File: src/rtl/alu_seq_ctrl.sv
// Command sequencer for a shared combinational ALU: single-cycle ops, a 32-step
// shift-add multiply, and a registered response channel with valid/ready handshakes.
module alu_seq_ctrl (
  input  logic        clk,
  input  logic        rst,
  input  logic        req_valid,
  output logic        req_ready,
  input  logic [2:0]  req_op,
  input  logic [31:0] req_a,
  input  logic [31:0] req_b,
  output logic [31:0] alu_opA,
  output logic [31:0] alu_opB,
  output logic [2:0]  alu_sel,
  input  logic [31:0] alu_res,
  input  logic        alu_z,
  input  logic        alu_c,
  input  logic        alu_v,
  output logic        rsp_valid,
  input  logic        rsp_ready,
  output logic [31:0] rsp_res,
  output logic        rsp_z,
  output logic        rsp_c,
  output logic        rsp_v,
  output logic        rsp_err,
  output logic        busy
);

  typedef enum logic [1:0] {
    S_IDLE,
    S_EXEC,
    S_MUL,
    S_RESP
  } state_t;

  localparam logic [2:0] OP_ADD = 3'b000;
  localparam logic [2:0] OP_SUB = 3'b001;
  localparam logic [2:0] OP_CMP = 3'b101;
  localparam logic [2:0] OP_MUL = 3'b110;
  localparam logic [2:0] OP_ILL = 3'b111;

  state_t      state, state_next;
  logic [2:0]  op_q;
  logic [31:0] a_q;      // operand A; shifted left as the multiplicand during MUL
  logic [31:0] b_q;      // operand B; shifted right as the multiplier during MUL
  logic [31:0] acc_q;
  logic [4:0]  cnt_q;
  logic [31:0] acc_next;
  logic        accept;

  // NOTE: sequential state uses non-blocking (<=) so every register samples
  // pre-edge values; blocking here would create order-dependent simulation.
  always_ff @(posedge clk or posedge rst) begin
    if (rst) state <= S_IDLE;
    else     state <= state_next;
  end

  // NOTE: every output is defaulted first so no path through the case leaves a
  // signal unassigned, which would otherwise infer a latch.
  always_comb begin
    state_next = state;
    req_ready  = 1'b0;
    busy       = 1'b1;
    rsp_valid  = 1'b0;
    accept     = 1'b0;
    alu_opA    = '0;
    alu_opB    = '0;
    alu_sel    = OP_ADD;
    acc_next   = b_q[0] ? alu_res : acc_q;
    case (state)
      S_IDLE: begin
        req_ready = 1'b1;
        busy      = 1'b0;
        if (req_valid) begin
          accept = 1'b1;
          case (req_op)
            OP_MUL:  state_next = S_MUL;
            OP_ILL:  state_next = S_RESP;
            default: state_next = S_EXEC;
          endcase
        end
      end
      S_EXEC: begin
        alu_opA    = a_q;
        alu_opB    = b_q;
        alu_sel    = (op_q == OP_CMP) ? OP_SUB : op_q;
        state_next = S_RESP;
      end
      S_MUL: begin
        alu_opA = acc_q;
        alu_opB = a_q;
        alu_sel = OP_ADD;
        if (cnt_q == 5'd31) state_next = S_RESP;
      end
      S_RESP: begin
        rsp_valid = 1'b1;
        if (rsp_ready) state_next = S_IDLE;
      end
      default: state_next = S_IDLE;
    endcase
  end

  // NOTE: all datapath registers are plain flops (no memory arrays), so each is
  // cleared by the asynchronous reset to give a fully defined post-reset state.
  always_ff @(posedge clk or posedge rst) begin
    if (rst) begin
      op_q    <= '0;
      a_q     <= '0;
      b_q     <= '0;
      acc_q   <= '0;
      cnt_q   <= '0;
      rsp_res <= '0;
      rsp_z   <= 1'b0;
      rsp_c   <= 1'b0;
      rsp_v   <= 1'b0;
      rsp_err <= 1'b0;
    end else begin
      case (state)
        S_IDLE: begin
          if (accept) begin
            op_q  <= req_op;
            a_q   <= req_a;
            b_q   <= req_b;
            acc_q <= '0;
            cnt_q <= '0;
            // Illegal ops skip execution, so their response is loaded here.
            if (req_op == OP_ILL) begin
              rsp_res <= '0;
              rsp_z   <= 1'b0;
              rsp_c   <= 1'b0;
              rsp_v   <= 1'b0;
              rsp_err <= 1'b1;
            end
          end
        end
        S_EXEC: begin
          rsp_res <= (op_q == OP_CMP) ? '0 : alu_res;
          rsp_z   <= alu_z;
          rsp_c   <= alu_c;
          rsp_v   <= alu_v;
          rsp_err <= 1'b0;
        end
        S_MUL: begin
          acc_q <= acc_next;
          a_q   <= a_q << 1;
          b_q   <= b_q >> 1;
          cnt_q <= cnt_q + 5'd1;
          if (cnt_q == 5'd31) begin
            rsp_res <= acc_next;
            rsp_z   <= (acc_next == '0);
            rsp_c   <= 1'b0;
            rsp_v   <= 1'b0;
            rsp_err <= 1'b0;
          end
        end
        default: ;
      endcase
    end
  end

endmodule

File: config.mk
export PLATFORM = sky130hd
export DESIGN_NAME = alu_seq_ctrl
export DESIGN_NICKNAME = d
export VERILOG_FILES = /design/src/rtl/alu_seq_ctrl.sv
export SDC_FILE = /design/constraint.sdc
export NUM_CORES = 1
export LEC_CHECK = 0
export ABC_AREA = 1
export CAP_MARGIN = 20
export CORE_ASPECT_RATIO = 1.2
export CORE_MARGIN = 2
export CORE_UTILIZATION = 45
export DETAILED_ROUTE_END_ITERATION = 16
export GPL_TIMING_DRIVEN = 0
export PLACE_DENSITY = 0.76
export RECOVER_POWER = 100
export SETUP_SLACK_MARGIN = 0.5
export SKIP_CTS_REPAIR_TIMING = 1
export SLEW_MARGIN = 20
export SYNTH_ARGS = -nofsm -noshare
export SYNTH_HDL_FRONTEND = slang
export SYNTH_SLANG_ARGS = --single-unit
File: constraint.sdc
create_clock -name clk -period 5.7 [get_ports clk]
set_input_delay 1.14 -clock clk [delete_from_list [all_inputs] [get_ports clk]]
set_output_delay 1.14 -clock clk [all_outputs]
set_load 0.01 [all_outputs]
==> results_dict.tcl <==
set metrics [dict create \
    outcome "finished with violations" \
    violations "capacitance limit, slew limit" \
    critical_path_class "reg2out" \
    ys_seq_area_frac 0.460 \
    clock_latency_ns 0.44 \
    grt_pass1_wl_um 40200 \
    yosysUniqueCellTypes 27 \
    relSlewSlack -0.352 \
    yosys.area.top_type "dfrtp_1" \
    ff2ff_setup_slack_ns 1.96 \
    finalClockSkew_ns 0.00799 \
    cts_buffer_depth 2 \
    die_height_um 147 \
    tns_ns 0 \
    grt_antenna_before_repair 0 \
    cts-root-buf "clkbuf_16" \
    crit_path_max_fanout 10 \
    ir_drop_mv 0.298 \
    setup_viol 0 \
    grt_util_all_layers 0.289 \
    dieArea_mm2 0.0182 \
    max_freq_mhz 204 \
    pre_cts_slack_ns 1.89 \
    drc 0 \
    p_per_area_mw_per_mm2 575 \
    grt_overflow_total 0 \
    diodes 0 \
    cp.required_ns 4.56 \
    place_hpwl_um 19900 \
    syn_area_per_cell_um2 7.41 \
    cp-end-kind "output pin" \
    clk_pin_slew_ns 0.06 \
    via_per_inst 5.28 \
    route.vias.total 7922 \
    hold_depth 2 \
    core_mm2 0.0169 \
    routed_wl_um 25600 \
    hold_ws_ns 0.472 \
    hold_class "reg2reg" \
    fin_nets 1386 \
    leakagePower_uw 0.00486 \
    r2r_cells 9 \
    n_fill_cell 1516 \
    crit_arrival_ns 3.77 \
    first_iter_violations 508 \
    max_stage_delay_ns 0.60 \
    ys_top_cells_by_area "dfrtp_1 (46%), nand2_1 (19%), o21ai_0 (6.4%), a21oi_1 (4.5%), a22o_1 (3.6%)" \
    cts_max_level 4 \
    areaGrowthSynthToFinish_pct 38.3 \
    drive_gt1_frac 0.0397 \
    wl_per_cell_um 17.1 \
    critPathSlowestCell "clkdlybuf4s50_1" \
    synth_warnings 0 \
    synth_top_area_share 0.460 \
    rows 52 \
    cts.sinks 142 \
    gp_congestion 0.909 \
    grt_setup_unrepaired "false" \
    max_slew.worst_pin.slew_ns 2.02 \
    grt_pass1_vias 7705 \
    ys_ff_latch 142 \
    min_period_ns 4.91 \
    portBuffers 211 \
    initial_core_util 0.458 \
    synthCells 1042 \
    die_w_um 124 \
    dr.pass1.iters 5 \
    cap_viol_max_count 1 \
    path_cells "inv_1 -> ha_1 -> clkbuf_1 -> clkbuf_1 -> clkbuf_1 -> nand2_1 -> a21oi_1 -> clkdlybuf4s50_1" \
    ant_nets 0 \
    drv_slew 45 \
    cts_tree "yes" \
    synth_area_mm2 0.00772 \
    ioPinCount 212 \
    path_common_cell "clkbuf_1" \
    fin_ws_ns 0.788 \
    hold_viol 0 \
    grt_start_max_net_pins 99 \
    cp-start-kind "flip-flop" \
    syn_nets 1155 \
    cts_buffers 17 \
    timing.final.crit_share 0.862 \
]
critical path, delay by kind of cell, from the launching register on:
family	cells	cell delay, ns
AO/OA/AOI/OAI	1	0.27
adder cells (fa/ha/maj)	1	0.16
buffers and inverters	5	2.33
flip-flops	1	0.40
AND/OR/NAND/NOR	1	0.16
layer usage:
metal	track usage	part of all wire
met5	0	0
met4	0.123	0.035
met3	0.0571	0.064
met2	0.481	0.49
met1	0.362	0.41
cells in the mapped netlist (all sizes together):
cell / instances
o21ai: 101
nor2: 59
clkbuf: 32
or2: 1
nand2: 398
o31ai: 9
a22o: 32
nand3: 14
inv: 66
a21oi: 71
dfrtp: 142
clkinv: 1
nor3: 1
nor4: 1
a31oi: 32
o211ai: 31
ha: 7
buf: 44
power breakdown:
part | total [µW] | switching (µW) | internal [µW]
Sequential | 1680 | 272 | 1410
Clock | 1180 | 453 | 729
Combinational | 3280 | 2100 | 1190
layout by cell type (no fill, tap or decap), types with 2 or more instances in the layout:
master / synthesis / layout
nand2_1: 397 / 398
dfrtp_1: 142 / 142
clkdlybuf4s50_1: 0 / 115
o21ai_0: 99 / 101
dlygate4sd3_1: 0 / 96
a21oi_1: 70 / 70
inv_1: 63 / 62
nor2_1: 58 / 59
clkbuf_1: 32 / 57
a31oi_1: 32 / 32
a22o_1: 32 / 32
o211ai_1: 31 / 31
clkbuf_16: 0 / 17
nand3_1: 14 / 14
buf_2: 23 / 13
o31ai_1: 9 / 9
ha_1: 7 / 7
buf_1: 11 / 5
clkinvlp_4: 0 / 4
bufinv_16: 0 / 4
clkinv_4: 0 / 4
clkinv_1: 1 / 2
clkinv_2: 0 / 2
stage by stage:
step	std cells	util	power, µW	cell area [µm²]
3_5_place_dp	1470	0.602	5120	10100
6_report	1501	0.634	6140	10700
4_1_cts	1501	0.638	6310	10800
2_1_floorplan	1042	-	3700	7720
5_1_grt	1501	0.634	6610	10700
3_3_place_gp	1469	0.599	5050	10100
cells by family after synthesis:
logic type,Yosys count,share of synthesized area
AND/OR/NAND/NOR,474,0.235
AO/OA/AOI/OAI,276,0.214
buffers and inverters,143,0.0794
flip-flops,142,0.460
adder cells (fa/ha/maj),7,0.0113
state kept, by name (all words and copies together), names as in the netlist:
signal	count
op_q	3
rsp_c	1
state	2
rsp_err	1
cnt_q	5
rsp_v	1
rsp_res	32
rsp_z	1
a_q	32
acc_q	32
b_q	32
worst paths after layout:
check | startpoint | to
max | state[0] | alu_opA[19]
min | rsp_z | rsp_z
max reg2reg | state[0] | a_q[12]
min reg2reg | rsp_z | rsp_z
max in group asynchronous | rst | acc_q[19]
min in group asynchronous | rst | b_q[29]
cell type report:
type	count	area, µm²	share of cell area
plain buffers	76	305	0.0286
clock buffers	17	425	0.0398
clock inverters	14	195	0.0183
inverters	67	255	0.0239
multi-input cells	757	3540	0.331
flip-flops and latches	142	3550	0.333
well taps	216	270	0.0253
repair buffers	212	2140	0.200
(Power assumes the default switching activity.)
